$ cat src/rtl/ntt_pkg.sv
// Shared constants, types and mod-Q arithmetic for the N=8, Q=17 NTT blocks.
package ntt_pkg;

  localparam int unsigned N     = 8;
  localparam int unsigned Q     = 17;
  localparam int unsigned W     = 8;
  localparam int unsigned LOGN  = 3;
  localparam int unsigned N_INV = 15;

  typedef logic [W-1:0] coeff_t;

  // Inverse twiddles: powers of w^-1 = 9 mod 17
  localparam coeff_t INV_TW [0:3] = '{8'd1, 8'd9, 8'd13, 8'd15};

  typedef enum logic [1:0] {IDLE, BFLY, SCALE, DONE} intt_state_e;

  function automatic coeff_t modadd(input coeff_t x, input coeff_t y);
    logic [W:0] s;
    s = {1'b0, x} + {1'b0, y};
    return (s >= (W+1)'(Q)) ? coeff_t'(s - (W+1)'(Q)) : coeff_t'(s);
  endfunction

  function automatic coeff_t modsub(input coeff_t x, input coeff_t y);
    return (x >= y) ? coeff_t'(x - y) : coeff_t'(x + coeff_t'(Q) - y);
  endfunction

  function automatic coeff_t modmul(input coeff_t x, input coeff_t y);
    logic [2*W-1:0] p;
    p = {{W{1'b0}}, x} * {{W{1'b0}}, y};
    return coeff_t'(p % (2*W)'(Q));
  endfunction

  function automatic coeff_t modred(input coeff_t x);
    return coeff_t'(x % coeff_t'(Q));
  endfunction

  function automatic logic [LOGN-1:0] bitrev(input logic [LOGN-1:0] i);
    logic [LOGN-1:0] r;
    for (int unsigned b = 0; b < LOGN; b++) r[b] = i[LOGN-1-b];
    return r;
  endfunction

endpackage

$ cat src/rtl/intt_engine_if.sv
// Data/handshake bundle between the inverse-NTT engine and its producer/consumer.
interface intt_engine_if import ntt_pkg::*; ();

  coeff_t [N-1:0] a;
  logic           intt_start;
  coeff_t [N-1:0] out;
  logic           intt_busy;
  logic           intt_done;

  modport master (output a, intt_start, input out, intt_busy, intt_done);
  modport slave  (input a, intt_start, output out, intt_busy, intt_done);

endinterface

$ cat src/rtl/intt_butterfly.sv
// Combinational Cooley-Tukey butterfly: y0 = x0 + tw*x1, y1 = x0 - tw*x1 (mod Q).
module intt_butterfly import ntt_pkg::*; (
  input  coeff_t x0,
  input  coeff_t x1,
  input  coeff_t tw,
  output coeff_t y0,
  output coeff_t y1
);

  coeff_t t;

  always_comb begin
    t  = modmul(tw, x1);
    y0 = modadd(x0, t);
    y1 = modsub(x0, t);
  end

endmodule

$ cat src/rtl/intt_engine.sv
// Sequential inverse NTT: bit-reversed load, 12 DIT butterflies, then 8-cycle scale by N^-1.
module intt_engine import ntt_pkg::*; (
  input logic          clk,
  input logic          rst_n,
  intt_engine_if.slave bus
);

  intt_state_e state, nxt;

  logic [1:0]      stage;
  logic [1:0]      k;
  logic [LOGN-1:0] idx;
  coeff_t          mem [N];

  logic [LOGN-1:0] len, pos, i0, i1;
  logic [1:0]      tw_idx;
  coeff_t          y0, y1, scaled;
  logic            accept, last_bfly;

  assign accept    = bus.intt_start && (state == IDLE || state == DONE);
  assign last_bfly = (stage == 2'd2) && (k == 2'd3);

  // Butterfly k of stage s touches (i0, i0+len) with twiddle index pos*N/(2*len)
  always_comb begin
    len    = LOGN'(1) << stage;
    pos    = LOGN'(k) & (len - LOGN'(1));
    i0     = ((LOGN'(k) >> stage) << (stage + 2'd1)) | pos;
    i1     = i0 | len;
    tw_idx = 2'(pos << (2'd2 - stage));
    scaled = modmul(mem[idx], coeff_t'(N_INV));
  end

  intt_butterfly u_bfly (
    .x0 (mem[i0]),
    .x1 (mem[i1]),
    .tw (INV_TW[tw_idx]),
    .y0 (y0),
    .y1 (y1)
  );

  always_ff @(posedge clk or negedge rst_n) begin
    if (!rst_n) state <= IDLE;
    else        state <= nxt;
  end

  always_comb begin
    nxt = state;
    unique case (state)
      IDLE:  if (bus.intt_start) nxt = BFLY;
      BFLY:  if (last_bfly) nxt = SCALE;
      SCALE: if (idx == LOGN'(N-1)) nxt = DONE;
      DONE:  nxt = bus.intt_start ? BFLY : IDLE;
      default: nxt = IDLE;
    endcase
  end

  assign bus.intt_busy = (state == BFLY) || (state == SCALE);
  assign bus.intt_done = (state == DONE);

  always_ff @(posedge clk or negedge rst_n) begin
    if (!rst_n) begin
      stage   <= '0;
      k       <= '0;
      idx     <= '0;
      bus.out <= '0;
      for (int unsigned i = 0; i < N; i++) mem[i] <= '0;
    end else if (accept) begin
      stage <= '0;
      k     <= '0;
      for (int unsigned i = 0; i < N; i++) mem[bitrev(LOGN'(i))] <= modred(bus.a[i]);
    end else begin
      case (state)
        BFLY: begin
          mem[i0] <= y0;
          mem[i1] <= y1;
          k       <= k + 2'd1;
          if (k == 2'd3) stage <= stage + 2'd1;
          if (last_bfly) idx <= '0;
        end
        SCALE: begin
          mem[idx] <= scaled;
          idx      <= idx + LOGN'(1);
          // Final product bypasses mem so out is complete on the DONE edge
          if (idx == LOGN'(N-1)) begin
            for (int unsigned i = 0; i < N-1; i++) bus.out[i] <= mem[i];
            bus.out[N-1] <= scaled;
          end
        end
        default: ;
      endcase
    end
  end

endmodule
$ cat src/flat_wrapper.sv
// flat-port wrapper written by rule: the top's interface ports become plain ports
module intt_engine_flat import ntt_pkg::*;
  (clk, rst_n, bus_a, bus_intt_start, bus_out, bus_intt_busy, bus_intt_done);
  intt_engine_if bus_i ();
  input logic clk;
  input logic rst_n;
  input wire logic [$bits(bus_i.a)-1:0] bus_a;
  input wire logic [$bits(bus_i.intt_start)-1:0] bus_intt_start;
  output wire logic [$bits(bus_i.out)-1:0] bus_out;
  output wire logic [$bits(bus_i.intt_busy)-1:0] bus_intt_busy;
  output wire logic [$bits(bus_i.intt_done)-1:0] bus_intt_done;
  assign bus_i.a = bus_a;
  assign bus_i.intt_start = bus_intt_start;
  assign bus_out = bus_i.out;
  assign bus_intt_busy = bus_i.intt_busy;
  assign bus_intt_done = bus_i.intt_done;
  intt_engine u_core (.clk(clk), .rst_n(rst_n), .bus(bus_i));
endmodule
$ cat config.mk
export PLATFORM = sky130hd
export DESIGN_NAME = intt_engine_flat
export DESIGN_NICKNAME = d
export VERILOG_FILES = /design/src/rtl/ntt_pkg.sv /design/src/rtl/intt_engine_if.sv /design/src/rtl/intt_butterfly.sv /design/src/rtl/intt_engine.sv /design/src/flat_wrapper.sv
export SDC_FILE = /design/constraint.sdc
export NUM_CORES = 1
export LEC_CHECK = 0
export CAP_MARGIN = 10
export CORE_UTILIZATION = 40
export DETAILED_ROUTE_END_ITERATION = 8
export DONT_BUFFER_PORTS = 1
export HOLD_SLACK_MARGIN = 0.1
export SLEW_MARGIN = 5
export SYNTH_ARGS = -nofsm -noshare
export SYNTH_HDL_FRONTEND = slang
export SYNTH_SLANG_ARGS = --single-unit
$ cat constraint.sdc
create_clock -name clk -period 14.6 [get_ports clk]
set_input_delay 0.73 -clock clk [delete_from_list [all_inputs] [get_ports clk]]
set_output_delay 0.73 -clock clk [all_outputs]
set_load 0.02 [all_outputs]
==> run_results.csv <==
group,metric,value,unit
status,status,"complete, no violations",
sta,timing.slew.headroom,24.8,%
die,die_w,225,µm
setup_path,worstPathRequired,14930,ps
clocking,tritoncts,"built",
synth,ys_warn_count,0,
sta,setup_viol,0,
finish,seqCellArea,3430,µm²
sta,finalHoldViolCount,0,
drt,dr.pass1.iters,7,
setup_path,crit_fanout,7,
clocking,cts_made_buffers,17,
drt,detail_route.wirelength,74.3,mm
worst_hold_path,hp-class,"input port to asynchronous set/reset pin",
global_routing,grtUsageMet2,45.0,%
synth,synth_seq_cells,137,
setup_path,arrival,14490,ps
setup_path,crit_path_end_kind,"flip-flop",
synth,ys_seq_area_share,17.2,%
synth,syn_avg_cell_area,7.63,µm²
synth,synthMuxAreaShare,7.43,%
die,die_h,225,µm
place,io_buffers,0,
clocking,ctsRootBufferMaster,"clkbuf_16",
die,boundaryPins,133,
synth,yosys.area_share.simple,21.6,%
clocking,clk_path_buf_depth,2,
clocking,htreeDepth,4,
finish,antennaDiodeCount,0,
place,gp_congestion,1.03,
synth,synthesis.nets,2841,
sta,tightest_slew,1120,ps
drt,vias_per_cell,6.26,
setup_path,crit_top_cell,"buf_4",
clocking,numClockSinks,137,
drt,via_count,21136,
clocking,clock_latency,450,ps
finish,final_layout_size_suffix_gt1_share,16.4,%
sta,min_period,14160,ps
die,fp-row-count,81,
synth,synth_edf_count,0,
drt,route.antenna.remaining_nets,0,
sta,finClkSkew,14.8,ps
sta,layout_setup_ws,444,ps
drt,drc,0,
synth,synth.distinct_cells,116,
clocking,clk_pin_slew,70,ps
die,core-area,49000,µm²
global_routing,antenna_found_initial,1,
setup_path,max_stage_delay,510,ps
synth,ys.flop_type,"dfrtp_1",
global_routing,grt_max_degree,138,
global_routing,gr-max-usage-layer,"met2",
setup_path,crit_path_start_kind,"flip-flop",
global_routing,grt_overflow,0,
finish,multi_input_area,16100,µm²
sta,slew_violations,0,
global_routing,first_global_vias,19738,
synth,yosys.area_share.adder,12.0,%
global_routing,grtUsageMet1,38.3,%
setup_path,crit_path_top_delay_cell,"fa_1",
place,hpwl,57.3,mm
synth,synth_xor_area_share,7.08,%
run,maxCapViolCount,0,
sta,period_share,97.0,%
setup_path,reg2reg_slack,440,ps
finish,fillers,4823,
finish,nets,2932,
synth,synthArstFlopShare,100,%
global_routing,track_usage,28.6,%
setup_path,critPathKind,"flip-flop to flip-flop",
place,pre_cts_slack,-81.6,ps
die,initial_utilization,40.6,%
drt,drt_iter0_markers,2237,
drt,wl_per_cell,22.0,µm
global_routing,grt_pass1_wl,113,mm
setup_path,reg2regPathDepth,68,
synth,syn_area,19900,µm²
sta,fmax,70.6,MHz
die,dieArea,50600,µm²
synth,synth_compound_area_share,29.9,%
synth,synth_cells,2606,
finish,area_growth,14.6,%
global_routing,use_met3,4.86,%
synth,synth_top_family_by_area,"compound AO/OA/AOI/OAI gates",
state kept, by name, summed over array words and instances (netlist names):
signal and flops:
u_core.bus.out 64, u_core.mem 64, u_core.idx 3, u_core.k 2, u_core.stage 2, u_core.state 2
critical path, delay by kind of cell, from the launching register on:
kind | cells | cell delay (ps)
AO/OA/AOI/OAI | 22 | 5000
XOR/XNOR | 4 | 590
adder cells (fa/ha/maj) | 9 | 3200
buffers and inverters | 13 | 1710
flip-flops | 1 | 480
multiplexers | 2 | 380
AND/OR/NAND/NOR | 18 | 2660
synth_stat cells (25+ instances only):
master | n | share of area [%]
mux2_2 | 77 | 4.4
a211oi_1 | 25 | 0.94
nand2_1 | 237 | 4.5
a21oi_1 | 178 | 4.5
nor4_1 | 25 | 0.79
nand2b_1 | 41 | 1.3
nand3_1 | 54 | 1.4
xor2_1 | 40 | 1.8
clkbuf_1 | 88 | 1.7
a31oi_1 | 42 | 1.3
ha_1 | 136 | 8.6
fa_1 | 32 | 3.2
a22oi_1 | 52 | 2.0
inv_1 | 150 | 2.8
dfrtp_1 | 137 | 17
o22ai_1 | 131 | 4.1
o21ai_0 | 137 | 3.4
nor2_1 | 287 | 5.4
and3_1 | 27 | 0.85
mux2i_1 | 49 | 2.5
nor3_1 | 72 | 1.8
nor2b_1 | 29 | 0.91
xnor2_1 | 106 | 4.7
through the flow:
step	area, µm²	hold slack, ps	std cells	utilization [%]	TNS (ps)
floorplan	19900	434	2606	-	0
global placement	21400	438	3315	43.8	0
detailed placement	21400	439	3315	43.8	-356
CTS	22100	296	3348	45.2	0
global route	22800	268	3374	46.6	-3370
finish	22800	215	3374	46.6	0
timing repair:
action / in CTS / in global routing
hold buffers: 1 / 0
gates resized for setup: 11 / 108
endpoints found under the setup margin: 33 / 64
gates cloned: 0 / 0
hold endpoints to repair: 137 / 0
pin swaps: 1 / 30
setup buffers: 0 / 26
cell families (layout without fill, tap and decap cells):
kind of cell | after synthesis | count (layout)
XOR/XNOR | 154 | 154
buffers and inverters | 249 | 353
adder cells (fa/ha/maj) | 172 | 172
flip-flops | 137 | 137
AND/OR/NAND/NOR | 902 | 902
multiplexers | 132 | 132
AO/OA/AOI/OAI | 860 | 860
layout by cell type, fill, tap and decap left out, drive strengths merged, types with 11 or more instances in the layout:
cell type  count
a22oi         53
and2          23
mux2i         50
clkbuf        18
ha           136
inv          160
a21boi        11
a211o         11
buf          168
a221oi        22
nand2b        41
a31oi         44
dfrtp        137
o22a          12
o211ai        26
nand2        238
and3          29
nor2b         29
or3           23
o21ai        157
or2           23
fa            32
o22ai        131
xnor2        111
o2111ai       11
mux2          79
nor3b         16
nor4          26
nor3          75
o211a         11
nor2         287
nand3         55
a211oi        34
a21o          20
o21a          18
a21oi        180
xor2          43
metal layers:
metal / up-vias / part of all wire, %
met5: - / 0
met4: 0 / 4.8
met3: 196 / 8.7
met1: 10085 / 42
li1: 9854 / -
met2: 1001 / 44
layout make-up:
class / instances / share of cell area [%]
clock buffers: 18 / 1.93
clock inverters: 14 / 0.549
inverters: 153 / 2.54
multi-input cells: 2220 / 70.5
flip-flops and latches: 137 / 15.1
well taps: 664 / 3.64
repair buffers: 168 / 5.83
path summary, 6_finish.rpt:
check                                             from                        endpoint
setup / recovery           u_core.stage[0]$_DFFE_PN0P_      u_core.mem[15]$_DFFE_PN0P_
hold / removal                                   rst_n  u_core.bus.out[27]$_DFFE_PN0P_
setup reg to reg           u_core.stage[0]$_DFFE_PN0P_      u_core.mem[15]$_DFFE_PN0P_
hold reg to reg             u_core.mem[25]$_DFFE_PN0P_      u_core.mem[25]$_DFFE_PN0P_
max in group asynchronous                        rst_n  u_core.bus.out[60]$_DFFE_PN0P_
min in group clk                        bus_intt_start     u_core.state[0]$_DFFE_PN0P_
Power is left out: the tool's default activity adds up to more than one toggle a clock period on the data nets, which glitch-free logic cannot reach.
